--- src/rtl/dcache_pkg.sv ---
// dcache_pkg: shared types and geometry for the direct-mapped data cache.
// Holds the FSM state enum, array sizes and the address-field slice positions.
package dcache_pkg;

   localparam int NUM_LINES   = 8;
   localparam int BLOCK_BYTES = 4;
   localparam int TAG_W       = 3;
   localparam int INDEX_W     = 3;
   localparam int OFFSET_W    = 2;
   localparam int LINE_W      = BLOCK_BYTES * 8;

   localparam int TAG_MSB = 7;
   localparam int TAG_LSB = 5;
   localparam int IDX_MSB = 4;
   localparam int IDX_LSB = 2;
   localparam int OFF_MSB = 1;
   localparam int OFF_LSB = 0;

   typedef enum logic [1:0] {
      IDLE,
      WRITEBACK,
      FETCH,
      UPDATE
   } state_t;

endpackage

--- src/rtl/dcache_array.sv ---
// dcache_array: valid/dirty/tag/data storage plus the combinational hit compare.
// Ports: CLK, RESET (sync, active-low), index/tag/offset lookup, wr_en/wr_byte
// store, fill_en/fill_data line refill; hit, rd_byte, line_data, line_tag, evict.
module dcache_array
   import dcache_pkg::*;
(
   input  logic                CLK,
   input  logic                RESET,
   input  logic [INDEX_W-1:0]  index,
   input  logic [TAG_W-1:0]    tag,
   input  logic [OFFSET_W-1:0] offset,
   input  logic                wr_en,
   input  logic [7:0]          wr_byte,
   input  logic                fill_en,
   input  logic [LINE_W-1:0]   fill_data,
   output logic                hit,
   output logic [7:0]          rd_byte,
   output logic [LINE_W-1:0]   line_data,
   output logic [TAG_W-1:0]    line_tag,
   output logic                evict
);

   logic [NUM_LINES-1:0] valid_q;
   logic [NUM_LINES-1:0] dirty_q;
   logic [TAG_W-1:0]     tag_q  [NUM_LINES];
   logic [LINE_W-1:0]    data_q [NUM_LINES];

   assign line_data = data_q[index];
   assign line_tag  = tag_q[index];
   assign hit       = valid_q[index] && (tag_q[index] == tag);
   assign evict     = valid_q[index] && dirty_q[index];
   assign rd_byte   = line_data[{offset, 3'b000} +: 8];

   always_ff @(posedge CLK) begin
      if (!RESET) begin
         valid_q <= '0;
         dirty_q <= '0;
         for (int i = 0; i < NUM_LINES; i++) tag_q[i] <= '0;
      end else if (fill_en) begin
         valid_q[index] <= 1'b1;
         dirty_q[index] <= 1'b0;
         tag_q[index]   <= tag;
      end else if (wr_en) begin
         dirty_q[index] <= 1'b1;
      end
   end

   // Data contents survive reset; only the metadata is cleared.
   always_ff @(posedge CLK) begin
      if (fill_en)
         data_q[index] <= fill_data;
      else if (wr_en)
         data_q[index][{offset, 3'b000} +: 8] <= wr_byte;
   end

endmodule

--- src/rtl/dcache_ctrl.sv ---
// dcache_ctrl: write-back, write-allocate direct-mapped cache controller.
// Ports: CLK, RESET (sync, active-low), CPU READ/WRITE/ADDRESS/WRITEDATA,
// READDATA/BUSYWAIT, memory MEM_* block interface, HIT_COUNT.
// Macro DCACHE_HIT_COUNT_EN builds the saturating hit counter; else HIT_COUNT=0.
module dcache_ctrl
   import dcache_pkg::*;
(
   input  logic        CLK,
   input  logic        RESET,
   input  logic        READ,
   input  logic        WRITE,
   input  logic [7:0]  ADDRESS,
   input  logic [7:0]  WRITEDATA,
   output logic [7:0]  READDATA,
   output logic        BUSYWAIT,
   output logic        MEM_READ,
   output logic        MEM_WRITE,
   output logic [5:0]  MEM_ADDRESS,
   output logic [31:0] MEM_WRITEDATA,
   input  logic [31:0] MEM_READDATA,
   input  logic        MEM_BUSYWAIT,
   output logic [7:0]  HIT_COUNT
);

   state_t state, next_state;

   logic              req;
   logic              hit;
   logic              evict;
   logic              wr_en;
   logic              fill_en;
   logic [7:0]        rd_byte;
   logic [LINE_W-1:0] line_data;
   logic [TAG_W-1:0]  line_tag;
   logic [LINE_W-1:0] fetch_buf;

   logic [TAG_W-1:0]    a_tag;
   logic [INDEX_W-1:0]  a_idx;
   logic [OFFSET_W-1:0] a_off;

   assign a_tag = ADDRESS[TAG_MSB:TAG_LSB];
   assign a_idx = ADDRESS[IDX_MSB:IDX_LSB];
   assign a_off = ADDRESS[OFF_MSB:OFF_LSB];

   assign req      = READ || WRITE;
   assign BUSYWAIT = req && !(state == IDLE && hit);
   assign READDATA = (READ && !BUSYWAIT) ? rd_byte : 8'h00;
   // READ wins when both are high, so a store only happens on a pure WRITE.
   assign wr_en    = (state == IDLE) && WRITE && !READ && hit;

   dcache_array u_array (
      .CLK       (CLK),
      .RESET     (RESET),
      .index     (a_idx),
      .tag       (a_tag),
      .offset    (a_off),
      .wr_en     (wr_en),
      .wr_byte   (WRITEDATA),
      .fill_en   (fill_en),
      .fill_data (fetch_buf),
      .hit       (hit),
      .rd_byte   (rd_byte),
      .line_data (line_data),
      .line_tag  (line_tag),
      .evict     (evict)
   );

   always_ff @(posedge CLK) begin
      if (!RESET) state <= IDLE;
      else        state <= next_state;
   end

   always_ff @(posedge CLK) begin
      if (state == FETCH && !MEM_BUSYWAIT) fetch_buf <= MEM_READDATA;
   end

   always_comb begin
      next_state    = state;
      MEM_READ      = 1'b0;
      MEM_WRITE     = 1'b0;
      MEM_ADDRESS   = '0;
      MEM_WRITEDATA = '0;
      fill_en       = 1'b0;
      unique case (state)
         IDLE: begin
            if (req && !hit) next_state = evict ? WRITEBACK : FETCH;
         end
         WRITEBACK: begin
            MEM_WRITE     = 1'b1;
            MEM_ADDRESS   = {line_tag, a_idx};
            MEM_WRITEDATA = line_data;
            if (!MEM_BUSYWAIT) next_state = FETCH;
         end
         FETCH: begin
            MEM_READ    = 1'b1;
            MEM_ADDRESS = ADDRESS[TAG_MSB:IDX_LSB];
            if (!MEM_BUSYWAIT) next_state = UPDATE;
         end
         UPDATE: begin
            fill_en    = 1'b1;
            next_state = IDLE;
         end
         default: next_state = IDLE;
      endcase
   end

`ifdef DCACHE_HIT_COUNT_EN
   state_t    prev_state;
   logic [7:0] hit_cnt;

   // The first hit after a refill is the completion of the miss, not a hit.
   always_ff @(posedge CLK) begin
      if (!RESET) begin
         prev_state <= IDLE;
         hit_cnt    <= 8'h00;
      end else begin
         prev_state <= state;
         if (state == IDLE && req && hit &&
             prev_state != UPDATE && hit_cnt != 8'hFF)
            hit_cnt <= hit_cnt + 8'h01;
      end
   end

   assign HIT_COUNT = hit_cnt;
`else
   assign HIT_COUNT = 8'h00;
`endif

endmodule

--- config.mk ---
export PLATFORM = sky130hd
export DESIGN_NAME = dcache_ctrl
export DESIGN_NICKNAME = d
export VERILOG_FILES = /design/src/rtl/dcache_pkg.sv /design/src/rtl/dcache_array.sv /design/src/rtl/dcache_ctrl.sv
export SDC_FILE = /design/constraint.sdc
export NUM_CORES = 1
export LEC_CHECK = 0
export BUFFER_PORTS_ARGS = -buffer_cell sky130_fd_sc_hd__buf_2
export CORE_UTILIZATION = 40
export CTS_CLUSTER_DIAMETER = 60
export CTS_CLUSTER_SIZE = 28
export DETAILED_ROUTE_END_ITERATION = 7
export GPL_TIMING_DRIVEN = 0
export MAX_ROUTING_LAYER = met4
export PLACE_DENSITY_LB_ADDON = 0.1
export SYNTH_ARGS = -nofsm -noshare
export SYNTH_HDL_FRONTEND = slang
export SYNTH_HIERARCHICAL = 1
export SYNTH_SLANG_ARGS = --single-unit
--- constraint.sdc ---
create_clock -name CLK -period 5 [get_ports CLK]
set_input_delay 1.25 -clock CLK [delete_from_list [all_inputs] [get_ports CLK]]
set_output_delay 1.25 -clock CLK [all_outputs]
set_load 0.01 [all_outputs]
==> metrics, run 1 <==
run status completed; Mapped Area 14000 µm²; DRT Wirelength 44.9 mm; Final Cell Area 16200 µm²; fmax 0.201 GHz; max-cap violations 0; Max Root-Sink Buffers 3; Initial Util 0.406; P_leak 0.00568 µW; largest net degree at the start of global routing 33; Tcrit/Tclk final 0.995; area grow syn2layout 15.7%; die footprint 35800 µm²; max-slew violations 0; # IOs 110; antenna fix cells 0; Hold Crit Start u_array/valid_q[6]$_SDFFE_PN0P_; kind of critical path in2reg; Clk pwr share 0.355; Mapped Cells 922; core area 34500 µm²; Root Driver clkbuf_16; top-count cell post-synth edfxtp_1; top-area cell type share of the netlist area 0.667; Final Non-Filler Cells 1541; CP endpoint kind register; GRT overflow 0; latest clock arrival within the worst-skew pair 0.57 ns; sequential area share after synthesis 0.693; Hold Crit Class reg2reg; WHS Path Cells 2; total CTS buffers 27; reg2reg path depth 9; ranking of synthesized cells by area edfxtp_1, dfxtp_1, mux2i_1, a221oi_1, a22o_1; YS warnings 6; sequential share of power 0.515; async set-or-reset flop fraction in the synthesized netlist 0; top cells by count, synth edfxtp_1, nor2_1, nand2_1; Antenna Violating Nets Remaining 0; Post-DP HPWL 31.5 mm; worst slew margin relative to its limit 0.286; number of synthesized flops with an enable pin 312; clk slew on worst S/H paths 0.08 ns; Iteration-0 DRC Markers 898; Fin Setup TNS 0 ns; Die Y-Extent 189 µm; final core occ 0.470; drt drc 0; die width 189 µm; placed cells 1486; RSZ-0062 raised after global routing no; CTS Sinks 330; router iterations before antenna repair 5; CTS tree yes; Startpoint Class primary input; vias in the first global route 8606; Synth cell types 75; initial antenna violation count 1; Pwr Density 382 nW/µm²; DR vias 8974; worst r2r dst u_array/data_q[7][22]$_DFFE_PP_; peak supply drop 0.236 mV; Post-CTS Hold Buffers 0; Hold Crit Endpoint u_array/valid_q[6]$_SDFFE_PN0P_; CP Data Arrival Time 5.14 ns; Logic pwr share 0.130; Final Setup Violations 0; Net Sw Power 1700 µW; Port-buffer cells 101; placed cell area 15200 µm²; H-Tree Depth 1; cell taking the most area after synthesis edfxtp_1; Worst Path Max Fanout 10; switch share 0.274; Layout Nets 1129; RePlAce Congestion 0.900; Req. time, crit path 5.17 ns; gr usage total 0.259; Syn Area/Cell 15.2 µm²; Int Pwr 4510 µW; final hold vios 0; Worst R2R Setup Slack 1.02 ns; Synth Register Bits 330; Worst R2R Start u_array/tag_q[7][1]$_SDFFCE_PN0P_; Post-synth top flop edfxtp_1; drt via density 5.82; Setup Skew 0.0313 ns; routed len/inst 29.2 µm; row count 68; slew at the pin with the worst max-slew slack 1.07 ns; final worst path period need 4.97 ns; layout cells sized above 1 0.260; first-pass GRT wire length 62.4 mm
[power by group through the flow]
| stage | Clock [µW] | Combinational [µW] | Sequential (µW) |
|---|---|---|---|
| after floorplan | 0 | 442 | 3250 |
| after global placement | 0 | 766 | 3260 |
| after detailed placement | 0 | 781 | 3260 |
| after CTS | 2250 | 789 | 3190 |
| after global routing | 2350 | 853 | 3200 |
| final | 2210 | 806 | 3190 |
[state kept, by name, indices dropped and copies added (netlist names), named ones only]
name,cells
u_array/valid_q,8
u_array/tag_q,24
fetch_buf,32
u_array/data_q,256
state,2
[routing by layer]
layer	part of all wire	track usage	vias to the layer above
li1	-	-	3896
met1	0.42	0.338	4538
met2	0.46	0.394	462
met3	0.084	0.0604	78
met4	0.036	0.0971	0
met5	0	-	-
[layout make-up]
class / count / area [µm²]
fillers: 3089 / 18300
clock inverters: 23 / 249
repair buffers: 108 / 583
inverters: 16 / 60.1
well taps: 455 / 569
clock buffers: 27 / 676
plain buffers: 56 / 439
flip-flops and latches: 330 / 9730
multi-input cells: 526 / 3930
[worst max-delay path by stage]
stage / startpoint / to / slack [ns] / depth (start not counted)
floorplan: ADDRESS[3] / u_array/data_q[0][16]$_DFFE_PP_ / 0.78 / 14
global placement: ADDRESS[3] / u_array/data_q[1][16]$_DFFE_PP_ / -1.09 / 15
global route: ADDRESS[4] / READDATA[2] / 0.02 / 11
detailed placement: ADDRESS[3] / u_array/data_q[0][16]$_DFFE_PP_ / -1.15 / 15
finish: ADDRESS[3] / u_array/data_q[7][22]$_DFFE_PP_ / 0.03 / 13
CTS: ADDRESS[3] / u_array/data_q[1][27]$_DFFE_PP_ / 0.006 / 15
[per-stage QoR]
step | setup slack [ns] | hold WS [ns] | power, µW
floorplan | 0.778 | 0.431 | 3690
global placement | -1.09 | 0.450 | 4030
detailed placement | -1.15 | 0.458 | 4040
CTS | 0.00600 | 0.480 | 6230
global route | 0.0177 | 0.504 | 6410
finish | 0.0254 | 0.483 | 6210
[layout by cell type, fill, tap and decap left out, types with 11 or more instances in the layout]
cell type  count
o21ai_0       11
a22o_1        35
buf_4         16
buf_6         16
clkbuf_16     27
edfxtp_1     312
and2_1        43
a22oi_1       15
mux2_2        19
ha_1          11
dfxtp_1       18
mux4_2        13
a21oi_1       21
nor2_1        77
mux2i_1       36
a221oi_1      41
nand2_1       52
inv_1         13
nor2b_1       13
buf_2        115
[cell families after synthesis]
logic type               share of synthesized area
flip-flops                                   0.693
buffers and inverters                       0.0342
XOR/XNOR                                   0.00187
multiplexers                                0.0647
adder cells (fa/ha/maj)                    0.00980
AO/OA/AOI/OAI                                0.113
AND/OR/NAND/NOR                             0.0833
other                                     0.000267
[timing repair]
item	in CTS	in global routing
pin swaps	0	4
endpoints found under the setup margin	296	271
gates resized for setup	15	21
buffers inserted	0	6
[worst max-delay path: stages]
cell	delay (ns)
buf_2	0.09
buf_4	0.19
buf_4	0.29
buf_6	0.23
buf_6	0.24
a21oi_1	0.08
nor2_1	0.18
a21oi_2	0.08
and4b_1	0.33
and4b_2	0.38
clkbuf_1	0.53
a21oi_1	0.40
nor2_1	0.83
(Power assumes the default switching activity.)
==> inputs of run 2 (changes only) <==
==> constraint.sdc (replaced) <==
create_clock -name CLK -period 5 [get_ports CLK]
set_input_delay 0.75 -clock CLK [delete_from_list [all_inputs] [get_ports CLK]]
set_output_delay 0.75 -clock CLK [all_outputs]
set_load 0.01 [all_outputs]
==> run 2 against run 1 <==
  * Sequential share of layout area rose by 0.49 points
  * Design area is 0.82% lower
  * Largest power group unchanged
  * Count of clock-buffer cells in the layout is the same
  * Global-route usage about the same
  * Die area is the same
  * Via count barely moved
  * First-iteration DRC count rose by 11%
==> metrics, run 2 (same netlist as run 1, synthesis figures left out) <==
peak per-stage delay on the critical path 0.88 ns (+0.05 ns); gr usage total 0.259 (-0.000294); biggest regs u_array/data_q: 256 flops, fetch_buf: 32 flops, u_array/tag_q: 24 flops; worst setup path start ADDRESS[3]; placed cell area 15200 µm² (unchanged); largest net degree at the start of global routing 33 (unchanged); max reg flops 256 (unchanged); Worst R2R Start u_array/tag_q[7][1]$_SDFFCE_PN0P_; die footprint 35800 µm² (unchanged); total CTS buffers 27 (unchanged); capture point of the worst path u_array/data_q[4][22]$_DFFE_PP_; kind of critical path in2reg; max-cap violations 0 (unchanged); Final Cell Area 16100 µm² (-0.82%); RSZ-0062 raised after global routing no; RePlAce Congestion 0.900 (unchanged); slew at the pin with the worst max-slew slack 1.19 ns (+0.123 ns); final worst path period need 4.92 ns (-0.0553 ns); Root Driver clkbuf_16; Post-DP HPWL 31.5 mm (unchanged); WHS Path Cells 1 (-1); die width 189 µm (unchanged); Pwr Density 385 nW/µm² (+0.69%); filler cell count 3097 (+0.26%); Initial Util 0.406 (unchanged); area occupied by multi-input gates 3880 µm² (-1.4%); final hold vios 0 (unchanged); Tcrit/Tclk final 0.984 (-0.0111); Pwr Total 6200 µW (-0.14%); Layout Nets 1124 (-0.44%); max-slew violations 0 (unchanged); Startpoint Class primary input; DR vias 8972 (-0.022%); most common cell after layout, fill and taps aside edfxtp_1; run status completed; fmax 0.203 GHz (+1.1%); Hold Crit Class in2reg; CP Cell Sequence buf_2 > buf_4 > buf_4 > buf_2 > buf_2 > a21oi_1 > nor2_1 > a21oi_1 > and4b_1 > and4b_1 > clkbuf_1 > a21oi_1 > nor2_1; router iterations before antenna repair 5 (unchanged); Final Setup Violations 0 (unchanged); Antenna Violating Nets Remaining 0 (unchanged); vias in the first global route 8602 (-0.046%); first-pass GRT wire length 62.3 mm (-0.13%); GRT overflow 0 (unchanged); reg2reg path depth 9 (unchanged); CP max stage cell nor2_1; FF/Latch Area 9730 µm² (unchanged); # Post-CTS Setup Buffers 0 (unchanged); area grow syn2layout 14.7%; latest clock arrival within the worst-skew pair 0.57 ns (about the same); layout cells sized above 1 0.240 (-0.0201); largest register by flop count u_array/data_q; Die Y-Extent 189 µm (unchanged); DRT Wirelength 45.0 mm (+0.25%); CP endpoint kind register; Worst Path Max Fanout 10 (unchanged); CP Data Arrival Time 5.09 ns (-0.05 ns); CTS tree yes; clk slew on worst S/H paths 0.08 ns (about the same); antenna fix cells 0 (unchanged); Final Non-Filler Cells 1536 (-0.32%); CTS Sinks 330 (unchanged); commonest cells after routing, fill and taps aside edfxtp_1, buf_2, nor2_1; Max Root-Sink Buffers 3 (unchanged); drt drc 0 (unchanged); placed cells 1486 (unchanged); worst r2r dst u_array/data_q[4][22]$_DFFE_PP_; routed len/inst 29.3 µm (+0.58%); row count 68 (unchanged); Req. time, crit path 5.17 ns (about the same); Worst R2R Setup Slack 0.96 ns (-0.06 ns); Port-buffer cells 101 (unchanged); Setup Skew 0.0312 ns (-0.000121 ns); H-Tree Depth 1 (unchanged); core area 34500 µm² (unchanged); drt via density 5.84 (+0.30%); worst slew margin relative to its limit 0.199 (-0.0875); initial antenna violation count 1 (unchanged); peak supply drop 0.239 mV (+1.0%); Iteration-0 DRC Markers 996 (+11%); # IOs 110 (unchanged); P_leak 0.00562 µW (-0.99%)
==> run 2: worst min path at each step <==
stage | from | end | slack (ns)
after detailed placement | register | register | 0.46
after CTS | MEM_READDATA[2] | fetch_buf[2]$_DFFE_PP_ | 0.32
final | MEM_READDATA[6] | fetch_buf[6]$_DFFE_PP_ | 0.35
after global placement | register | register | 0.45
after global routing | MEM_READDATA[28] | fetch_buf[28]$_DFFE_PP_ | 0.32
after floorplan | register | register | 0.43
==> run 2: cell type report <==
cell class                 count  area share
sequential                   330       0.604
multi-input combinational    526       0.241
clock buffer                  27      0.0420
tap                          455      0.0353
timing repair buffer         102      0.0326
buffer                        57      0.0261
clock inverter                23      0.0155
inverter                      16     0.00373
==> run 2: power breakdown <==
part / internal [µW] / switching (µW) / total (µW)
combinational: 256 / 538 / 794
clock: 1070 / 1140 / 2210
sequential: 3170 / 23.6 / 3190
==> run 2: metal layers <==
| metal | vias up | wire length, µm | global-route usage |
|---|---|---|---|
| li1 | 3890 | - | - |
| met1 | 4487 | 18500 | 0.336 |
| met2 | 504 | 20300 | 0.392 |
| met3 | 91 | 4430 | 0.0628 |
| met4 | 0 | 1760 | 0.0993 |
| met5 | - | 0 | - |
==> run 2: timing repair <==
action                     4_1_cts  5_1_grt
hold buffers                     0        0
setup endpoints to repair        8       48
gates resized for setup          1        3
==> run 2: critical path, delay by kind of cell <==
family          cells  cell delay, ns
compound gates      3            0.55
buf+inv             6            1.93
simple gates        4            1.83
==> run 2: stage by stage <==
stage / TNS (ns) / setup slack, ns / hold slack (ns) / util
floorplan: 0 / 1.28 / 0.431 / -
global placement: -58.30 / -0.592 / 0.450 / 0.438
detailed placement: -65.15 / -0.653 / 0.458 / 0.439
CTS: 0 / 0.220 / 0.323 / 0.466
global route: 0 / 0.0132 / 0.319 / 0.466
finish: 0 / 0.0807 / 0.348 / 0.466
==> inputs of run 3 (changes only) <==
- SYNTH_HIERARCHICAL: 1 -> unset
==> run 3 against run 2 <==
  * Non-clock buffer count grew 29
  * Count of clock-buffer cells in the layout grew 4
  * Final cell count grew 6.4%
  * Combinational power shrank 7.8%
  * Critical path depth shrank 4
  * Clock skew shrank 0.012 ns
  * Worst setup slack lost 0.055 ns
  * Die area grew 1.5%
  * First-iteration DRC count grew 3.4%
==> metrics, run 3 <==
ranking of synthesized cells by area edfxtp_1, mux4_2, mux2i_1, nand2_1, dfxtp_1; Hold Crit Class in2reg; Setup Skew 0.0191 ns (-0.0120 ns); FF/Latch Area 9730 µm² (unchanged); die width 191 µm (+0.73%); layout cells sized above 1 0.241 (+0.00129); Post-CTS Hold Buffers 0 (unchanged); top cells by count, synth edfxtp_1, nand2_1, nor2_1; initial antenna violation count 2 (+1); kind of critical path in2out; CTS tree yes; total CTS buffers 31 (+15%); WHS Path Cells 1 (unchanged); Iteration-0 DRC Markers 1030 (+3.4%); sequential area share after synthesis 0.683 (-0.0101); max reg flops 256 (unchanged); core area 34800 µm² (+0.74%); row count 68 (unchanged); GRT overflow 0 (unchanged); Die Y-Extent 191 µm (+0.73%); largest register by flop count u_array.data_q; sequential share of power 0.484 (-0.031); latest clock arrival within the worst-skew pair 0.60 ns (+0.03 ns); Post-DP HPWL 32.3 mm (+2.5%); Compound-Gate Fraction of Synth Area 0.0780 (-0.0348); xor/xnor share of the synthesized area 0.000615 (-0.00126); Mapped Area 14200 µm² (+1.5%); Startpoint Class primary input; H-Tree Depth 1 (unchanged); top-area cell type share of the netlist area 0.658 (-0.00973); max-cap violations 0 (unchanged); drt via density 5.73 (-2.0%); biggest regs u_array.data_q: 256 flops, fetch_buf: 32 flops, u_array.tag_q: 24 flops; worst r2r dst u_array.data_q[5][12]$_DFFE_PP_; Clk pwr share 0.405 (+0.049); Initial Util 0.409 (+0.00299); Hold Crit Start MEM_READDATA[27]; vias in the first global route 8933 (+3.8%); Worst Path Max Fanout 9 (-1); Worst R2R Start u_array.tag_q[7][1]$_SDFFCE_PN0P_; Logic pwr share 0.111 (-0.017); filler cell count 3069 (-0.90%); Syn Area/Cell 14.4 µm² (-5.2%); switch share 0.283 (+0.00948); run status completed; CTS Sinks 330 (unchanged); Int Pwr 4720 µW (+4.9%); Antenna Violating Nets Remaining 0 (unchanged); YS warnings 0 (-6); final hold vios 0 (unchanged); RSZ-0062 raised after global routing no; Hold Crit Endpoint fetch_buf[27]$_DFFE_PP_; worst slew margin relative to its limit 0.0476 (-0.151); Post-synth top flop edfxtp_1; slew at the pin with the worst max-slew slack 1.42 ns (+0.234 ns); Final Setup Violations 0 (unchanged); Pwr Density 392 nW/µm² (+1.9%); DRT Wirelength 46.0 mm (+2.2%); RePlAce Congestion 0.896 (-0.44%); async set-or-reset flop fraction in the synthesized netlist 0 (unchanged); Root Driver clkbuf_16; CP Data Arrival Time 4.22 ns (-0.87 ns); Tcrit/Tclk final 0.995 (+0.0110); first-pass GRT wire length 64.7 mm (+3.8%); peak supply drop 0.275 mV (+15%); final worst path period need 4.97 ns (+0.0549 ns); CP endpoint kind primary output; cell taking the most area after synthesis edfxtp_1; routed len/inst 28.1 µm (-4.0%); Synth cell types 51 (-32%); P_leak 0.00603 µW (+7.2%); area occupied by multi-input gates 4110 µm² (+6.0%); fmax 0.201 GHz (-1.1%); main combinational cell family by area after synthesis multiplexers; Synth Register Bits 330 (unchanged); Net Sw Power 1870 µW (+10%); # IOs 110 (unchanged); DR vias 9362 (+4.3%); die footprint 36400 µm² (+1.5%); largest net degree at the start of global routing 33 (unchanged); mux contribution to synthesized area 0.116 (+0.0511); area grow syn2layout 17.9%; router iterations before antenna repair 8 (+3); max-slew violations 0 (unchanged); commonest cells after routing, fill and taps aside edfxtp_1, buf_2, nand2_1; Port-buffer cells 99 (-2.0%); Max Root-Sink Buffers 3 (unchanged); final core occ 0.483 (+0.0165); drt drc 0 (unchanged); Req. time, crit path 4.25 ns (-0.92 ns); # Post-CTS Setup Buffers 0 (unchanged); top-count cell post-synth edfxtp_1; clk slew on worst S/H paths 0.08 ns (about the same); Layout Nets 1216 (+8.2%); most common cell after layout, fill and taps aside edfxtp_1; gr usage total 0.264 (+0.00502); area share of fa/ha/maj cells after synthesis 0.00790 (-0.00190); Worst R2R Setup Slack 1.58 ns (+0.62 ns); Mapped Cells 987 (+7.0%); Synth Area in Simple Gates 0.0828 (-0.000512); number of synthesized flops with an enable pin 312 (unchanged); reg2reg path depth 7 (-2); Fin Setup TNS 0 ns (unchanged)
run 3: changes by cell type in the layout (fill, tap and decap cells not counted), moves of 12 or more:
cell,previous run,this run
mux2i_1,36,68
a221oi_1,41,24
and2_1,43,15
clkbuf_1,8,20
o21ai_1,9,32
nand2_1,53,107
a22o_1,37,7
buf_4,14,39
inv_1,13,36
mux4_2,13,31
run 3: per-stage QoR:
step	power, µW	hold slack [ns]	std cells	instance area, µm²	setup WS, ns
5_1_grt	6770	0.310	1635	16800	0.00813
4_1_cts	6620	0.311	1634	16800	0.0637
6_report	6590	0.335	1635	16800	0.0258
3_5_place_dp	3970	0.461	1576	15600	-0.151
2_1_floorplan	3650	0.435	994	14300	1.55
3_3_place_gp	3950	0.452	1548	15300	-0.329
run 3: layout make-up:
class                           instances  area share
Buffer                                 61      0.0185
Sequential cell                       330       0.579
Multi-Input combinational cell        563       0.245
Antenna cell                            1    0.000149
Inverter                               40     0.00894
Clock buffer                           31      0.0462
Clock inverter                         27      0.0254
Timing Repair Buffer                  127      0.0432
Tap cell                              455      0.0339
run 3: how the worst max path moves through the flow:
stage | start | end | slack, ns | depth (start not counted)
final | ADDRESS[3] | READDATA[6] | 0.03 | 9
after global routing | ADDRESS[2] | READDATA[5] | 0.008 | 9
after CTS | ADDRESS[4] | READDATA[7] | 0.06 | 10
after detailed placement | ADDRESS[4] | READDATA[2] | -0.15 | 10
after global placement | ADDRESS[3] | u_array.data_q[7][11]$_DFFE_PP_ | -0.33 | 9
after floorplan | ADDRESS[2] | READDATA[0] | 1.55 | 10
run 3: worst max-delay path, cell delays in order:
cell and delay [ns]:
buf_2 0.20, nand2b_1 0.14, clkbuf_1 0.83, o22ai_1 0.29, or3_1 0.45, a21oi_2 0.40
nand3_1 0.50, nor2b_1 0.46, buf_2 0.20
run 3: logic make-up (layout without fill, tap and decap cells):
family | count (synthesis) | after routing
xor gates and xnor gates | 1 | 1
other | 1 | 9
DFF | 330 | 330
adders and majority gates | 9 | 9
muxes | 123 | 123
buffers and inverters | 101 | 286
AOI/OAI and AO/OA | 160 | 160
and+or+nand+nor | 262 | 262
run 3: power by group through the flow:
stage	logic (µW)	registers, µW	clock network (µW)
global placement	698	3260	0
finish	732	3190	2670
CTS	724	3190	2700
global route	784	3200	2790
floorplan	405	3250	0
detailed placement	721	3250	0
run 3: metal layers:
layer,track usage,wire [µm],vias to the layer above,part of all wire
met5,-,0,-,0
met4,0.0905,1750,0,0.038
met3,0.0447,3980,95,0.086
met2,0.397,20500,536,0.45
met1,0.362,19800,4640,0.43
li1,-,-,4091,-
run 3: repair_timing:
item	4_1_cts	5_1_grt
endpoints found under the setup margin	3	5
gates cloned	0	0
gates resized for setup	2	4
